File: config.mk
export PLATFORM = sky130hd
export DESIGN_NAME = vga_sync_generator
export DESIGN_NICKNAME = d
export VERILOG_FILES = /design/src/rtl/vga_timing_pkg.sv /design/src/rtl/vga_axis_counter.sv /design/src/rtl/vga_sync_generator.sv
export SDC_FILE = /design/constraint.sdc
export NUM_CORES = 1
export LEC_CHECK = 0
export CAP_MARGIN = 0
export CORE_MARGIN = 1
export CORE_UTILIZATION = 26
export CTS_CLUSTER_DIAMETER = 150
export DETAILED_ROUTE_END_ITERATION = 10
export DONT_BUFFER_PORTS = 1
export GPL_ROUTABILITY_DRIVEN = 0
export SYNTH_ARGS = -nofsm -noshare
export SYNTH_HDL_FRONTEND = slang
export SYNTH_SLANG_ARGS = --single-unit
File: constraint.sdc
create_clock -name clk -period 2.3 [get_ports clk]
set_input_delay 0.69 -clock clk [delete_from_list [all_inputs] [get_ports clk]]
set_output_delay 0.69 -clock clk [all_outputs]
set_load 0.1 [all_outputs]
File: src/rtl/vga_timing_pkg.sv
// 640x480@60 raster constants shared by the sync generator, the RGB stage and the sprite logic.
package vga_timing_pkg;

    localparam int VGA_H_ACTIVE = 640;
    localparam int VGA_H_FP     = 16;
    localparam int VGA_H_SYNC   = 96;
    localparam int VGA_H_BP     = 48;
    localparam int VGA_V_ACTIVE = 480;
    localparam int VGA_V_FP     = 10;
    localparam int VGA_V_SYNC   = 2;
    localparam int VGA_V_BP     = 33;
    localparam int VGA_CNT_W    = 11;

    function automatic int axis_total(input int active, input int fp, input int sync, input int bp);
        return active + fp + sync + bp;
    endfunction

    localparam int VGA_H_TOTAL = axis_total(VGA_H_ACTIVE, VGA_H_FP, VGA_H_SYNC, VGA_H_BP);
    localparam int VGA_V_TOTAL = axis_total(VGA_V_ACTIVE, VGA_V_FP, VGA_V_SYNC, VGA_V_BP);

endpackage

File: src/rtl/vga_axis_counter.sv
// One raster axis: wrapping position counter with registered display and sync-active flags.
// Flags are loaded from the next count so they always line up with the count they describe.
module vga_axis_counter
    import vga_timing_pkg::*;
#(
    parameter int ACTIVE = VGA_H_ACTIVE,
    parameter int FP     = VGA_H_FP,
    parameter int SYNC   = VGA_H_SYNC,
    parameter int BP     = VGA_H_BP,
    parameter int CNT_W  = VGA_CNT_W
) (
    input  logic             clk,
    input  logic             reset,
    input  logic             enable,
    output logic [CNT_W-1:0] count,
    output logic             wrap,
    output logic             display,
    output logic             sync_active
);

    localparam int               TOTAL      = axis_total(ACTIVE, FP, SYNC, BP);
    localparam logic [CNT_W-1:0] LAST       = CNT_W'(TOTAL - 1);
    localparam logic [CNT_W-1:0] ACT_END    = CNT_W'(ACTIVE);
    localparam logic [CNT_W-1:0] SYNC_START = CNT_W'(ACTIVE + FP);
    localparam logic [CNT_W-1:0] SYNC_END   = CNT_W'(ACTIVE + FP + SYNC);

    logic [CNT_W-1:0] next_count;

    // wrap flags the terminal count, so the next enabled step returns to zero.
    always_comb begin
        wrap       = (count == LAST);
        next_count = wrap ? '0 : count + CNT_W'(1);
    end

    // NOTE: state registers use non-blocking assignments so every flop samples pre-edge values.
    always_ff @(posedge clk or posedge reset) begin
        if (reset) begin
            count       <= LAST;
            display     <= 1'b0;
            sync_active <= 1'b0;
        end else if (enable) begin
            count       <= next_count;
            display     <= (next_count < ACT_END);
            sync_active <= (next_count >= SYNC_START) && (next_count < SYNC_END);
        end
    end

endmodule

File: src/rtl/vga_sync_generator.sv
// VGA raster timing: pixel-rate divider, H/V axis counters, sync/display enables and line/frame strobes.
module vga_sync_generator
    import vga_timing_pkg::*;
#(
    parameter int H_ACTIVE = VGA_H_ACTIVE,
    parameter int H_FP     = VGA_H_FP,
    parameter int H_SYNC   = VGA_H_SYNC,
    parameter int H_BP     = VGA_H_BP,
    parameter int V_ACTIVE = VGA_V_ACTIVE,
    parameter int V_FP     = VGA_V_FP,
    parameter int V_SYNC   = VGA_V_SYNC,
    parameter int V_BP     = VGA_V_BP,
    parameter int CLK_DIV  = 2,
    parameter bit SYNC_POL = 1'b0,
    parameter int CNT_W    = VGA_CNT_W
) (
    input  logic             clk,
    input  logic             reset,
    output logic             Pixel_Tick,
    output logic             H_Sync,
    output logic             V_Sync,
    output logic             H_Display,
    output logic             V_Display,
    output logic [CNT_W-1:0] Pixel_X,
    output logic [CNT_W-1:0] Pixel_Y,
    output logic             Line_Start,
    output logic             Frame_Start
);

    localparam int DIV_W = (CLK_DIV > 1) ? $clog2(CLK_DIV) : 1;

    logic [DIV_W-1:0] div_cnt;
    logic             tick;
    logic             h_wrap;
    logic             v_wrap;
    logic             h_sync_active;
    logic             v_sync_active;

    assign tick = (div_cnt == DIV_W'(CLK_DIV - 1));

    always_ff @(posedge clk or posedge reset) begin
        if (reset) begin
            div_cnt <= '0;
        end else begin
            div_cnt <= tick ? '0 : div_cnt + DIV_W'(1);
        end
    end

    // Strobes are registered alongside the counters so they share the same update edge.
    always_ff @(posedge clk or posedge reset) begin
        if (reset) begin
            Pixel_Tick  <= 1'b0;
            Line_Start  <= 1'b0;
            Frame_Start <= 1'b0;
        end else begin
            Pixel_Tick  <= tick;
            Line_Start  <= tick && h_wrap;
            Frame_Start <= tick && h_wrap && v_wrap;
        end
    end

    vga_axis_counter #(
        .ACTIVE (H_ACTIVE),
        .FP     (H_FP),
        .SYNC   (H_SYNC),
        .BP     (H_BP),
        .CNT_W  (CNT_W)
    ) u_h_axis (
        .clk         (clk),
        .reset       (reset),
        .enable      (tick),
        .count       (Pixel_X),
        .wrap        (h_wrap),
        .display     (H_Display),
        .sync_active (h_sync_active)
    );

    // The vertical axis only steps on the pixel where the line wraps.
    vga_axis_counter #(
        .ACTIVE (V_ACTIVE),
        .FP     (V_FP),
        .SYNC   (V_SYNC),
        .BP     (V_BP),
        .CNT_W  (CNT_W)
    ) u_v_axis (
        .clk         (clk),
        .reset       (reset),
        .enable      (tick && h_wrap),
        .count       (Pixel_Y),
        .wrap        (v_wrap),
        .display     (V_Display),
        .sync_active (v_sync_active)
    );

    assign H_Sync = SYNC_POL ? h_sync_active : ~h_sync_active;
    assign V_Sync = SYNC_POL ? v_sync_active : ~v_sync_active;

endmodule

==> out/results.ini <==
[floorplan]
io_pins = 31
die_area_sq_um = 6940
start_util_pct = 27.1
num_rows = 29
die_w_microns = 83.3
die_h_microns = 83.3
design.core.area_sq_um = 6350

[sta]
maxSlewHeadroom_pct = 74.5
hold_viol = 0
rsz0062_at_grt = no
holdWs_ns = 0.366
worst_pin_slew_ns = 0.383
finalCritPeriodShare_pct = 94.8
min_period_ns = 2.18
setup_violations = 0
setup_slack_ns = 0.119
skew_ns = 0.00764
fmax_mhz = 458
drv_slew = 0

[placement]
placed_area_sq_um = 2070
io_buffers = 0
hpwlAfterDp_mm = 3.05
post-place-ws_ns = 0.0776
dp.cells = 284

[power_and_ir_drop]
p_leak_uw = 0.000892
clkPwrFrac_pct = 50.0
seqPwrFrac_pct = 48.9
power_switching_uw = 228
vdd.ir_drop.worst_uv = 266
powerDensity_nw_per_um2 = 487
swShare_pct = 21.1
comb_power_share_pct = 1.1
power.internal_uw = 851

[final_layout]
final_nets = 223
stdcell_count = 296
synthToLayoutAreaGrowth_pct = 28.9
drive_above_1_share_pct = 35.6
fillers = 637
multi_input_area_sq_um = 860
seqCellArea_sq_um = 788
n_antenna_cell = 0
fin_area_sq_um = 2220

[grt]
grt_util_met1_pct = 16.5
grt_pass1_vias = 1527
antenna_found_initial = 0
met2_usage_pct = 21.6
grt_pass1_wl_mm = 7.29
gr-usage-all-layers_pct = 13.1
grt.busiest_layer = met2
grt_max_degree = 31
grt.overflow.total = 0
use_met3_pct = 2.58

[synth]
yosysSeqAreaShare_pct = 44.4
synth_area_leaders = dfrtp_1, dfstp_2, xnor2_1
synth_compound_area_share_pct = 16.1
synth_ff_type = dfrtp_1
synth-xor-area-share_pct = 6.11
synth_top_area_cell = dfrtp_1
syn-num-nets = 186
yosysMostFrequentCell = dfrtp_1
yosysUniqueCellTypes = 50
syn_area_sq_um = 1720
syn_avg_cell_area_sq_um = 9.50
synthCells = 181
synthMuxAreaShare_pct = 1.24
synth-seq-cells = 30
synthSimpleGateAreaFrac_pct = 23.2
synth_enable_flop_cells = 0
synth-async-reset-ratio_pct = 100
yosysWarnings = 0
synth_top_family_by_area = simple AND/OR/NAND/NOR gates
synth.top_cells.by_count = dfrtp_1, nand2_1, inv_1
yosys.area.top_type_share_pct = 29.1
synth_fa_ha_area_share_pct = 2.18

[drt]
viasPerCell = 4.99
drtIter0Drc = 74
totalWireLength_mm = 4.26
wl_per_cell_microns = 14.4
dr.pass1.iters = 4
via_count = 1477
drc = 0
final_antenna_net_count = 0

[outcome]
status = completed

[clock_network]
cts_sinks = 30
htreeDepth = 2
clk_latency_ns = 0.29
clock-root-buffer = clkbuf_8
clk_path_buf_depth = 2
clkSlewWorstSetupHoldPaths_ns = 0.07
cts_hold_buffers = 0
cts_tree = yes
numCtsBuffers = 5

[worst_setup_path]
max_stage_delay_ns = 0.61
start_kind = flop
worst_setup_path_end_kind = flop
worst-endpoint-arrival_ns = 2.39
cp_slowest_cell = or4_4
worstPathCellList = ha_2 -> nand4_1 -> or4_4 -> clkbuf_4 -> nor4_4 -> xor2_1
critPathKind = flop to flop
critPathMaxFanout = 7
cp.required_ns = 2.51

[flow_run]
drv_cap = 0

[worst_hold_path]
min_path_type = primary input to asynchronous set/reset pin

[power by group through the flow]
| stage | Combinational, uW | Clock [uW] | Sequential (uW) |
|---|---|---|---|
| 2_1_floorplan | 7.65 | 0 | 537 |
| 3_3_place_gp | 12.6 | 0 | 537 |
| 3_5_place_dp | 12.8 | 0 | 537 |
| 4_1_cts | 12.6 | 557 | 528 |
| 5_1_grt | 13.9 | 582 | 527 |
| 6_report | 11.4 | 540 | 528 |
[cells by family after synthesis]
family	Yosys count
AO/OA/AOI/OAI	41
XOR/XNOR	12
adder cells (fa/ha/maj)	3
buffers and inverters	24
flip-flops	30
multiplexers	2
AND/OR/NAND/NOR	69
[path summary, 6_finish.rpt]
check | cells after the start | slack (ns) | endpoint | from
max in group asynchronous | 2 | 1.62 | u_v_axis.count[9]$_DFFE_PP1P_ | reset
max reg2reg | 6 | 0.12 | u_v_axis.count[8]$_DFFE_PP0P_ | u_h_axis.count[0]$_DFFE_PP1P_
min in group clk | 1 | 0.53 | u_v_axis.sync_active$_DFFE_PP0P_ | u_v_axis.sync_active$_DFFE_PP0P_
max | 6 | 0.12 | u_v_axis.count[8]$_DFFE_PP0P_ | u_h_axis.count[0]$_DFFE_PP1P_
min reg2reg | 1 | 0.53 | u_v_axis.sync_active$_DFFE_PP0P_ | u_v_axis.sync_active$_DFFE_PP0P_
min | 2 | 0.37 | u_v_axis.count[5]$_DFFE_PP0P_ | reset
[worst max-delay path: cells and delay by family (launching register included)]
kind / cells / cell delay (ns)
buf+inv: 1 / 0.22
xor+xnor: 1 / 0.16
fa+ha+maj: 1 / 0.24
simple gates: 3 / 0.93
flops: 1 / 0.55
[final cells by class]
type	instances	share of cell area, %
repair buffers	41	13.9
well taps	77	4.35
clock inverters	3	2.03
multi-input cells	127	38.8
inverters	13	2.26
flip-flops and latches	30	35.6
clock buffers	5	3.11
[cell usage in the layout, fill, tap and decap left out, types with 2 or more instances in the layout]
master       n
and4_1       2
nand2_1     16
nand4_1      6
or3_1        2
buf_4       40
a22o_1       2
dfrtp_1     13
or4_4        2
dfrtp_2      5
clkbuf_8     5
nand2b_1     2
clkinvlp_4   2
dfstp_4      3
dfstp_2      7
o21ai_1      4
o21ai_0      7
nand3_1      5
o31ai_1      6
nor2_1      10
dfrtp_4      2
ha_1         2
nor3_1       7
a31oi_1      3
nand3_2      2
xor2_1       4
or4_1        3
inv_1       12
o22ai_1      2
xnor2_1      8
a21oi_1      7
[state kept, by name, indices dropped and copies added, names as in the netlist]
name and cells:
u_h_axis.sync_active 1, u_v_axis.count 11, Frame_Start 1, Line_Start 1
u_h_axis.count 11, div_cnt 1, u_h_axis.display 1, u_v_axis.sync_active 1
Pixel_Tick 1, u_v_axis.display 1
[metrics by stage]
| step | setup TNS, ns | utilization, % | total power (uW) |
|---|---|---|---|
| after CTS | 0 | 34.4 | 1100 |
| final | 0 | 34.9 | 1080 |
| after floorplan | -1.21 | - | 545 |
| after global routing | 0 | 34.9 | 1120 |
| after global placement | 0 | 32.6 | 550 |
| after detailed placement | 0 | 32.6 | 550 |
[metal layers]
| metal | part of all wire, % | vias to the layer above |
|---|---|---|
| met3 | 3.0 | 5 |
| met1 | 48 | 720 |
| met4 | 1.3 | 0 |
| li1 | - | 728 |
| met2 | 48 | 24 |
| met5 | 0 | - |
[timing repair]
item                       in CTS  in global routing
hold endpoints to repair        0                  0
setup buffers                   0                  4
resized for setup               0                  1
setup endpoints to repair       0                  2
(Power assumes the default switching activity.)
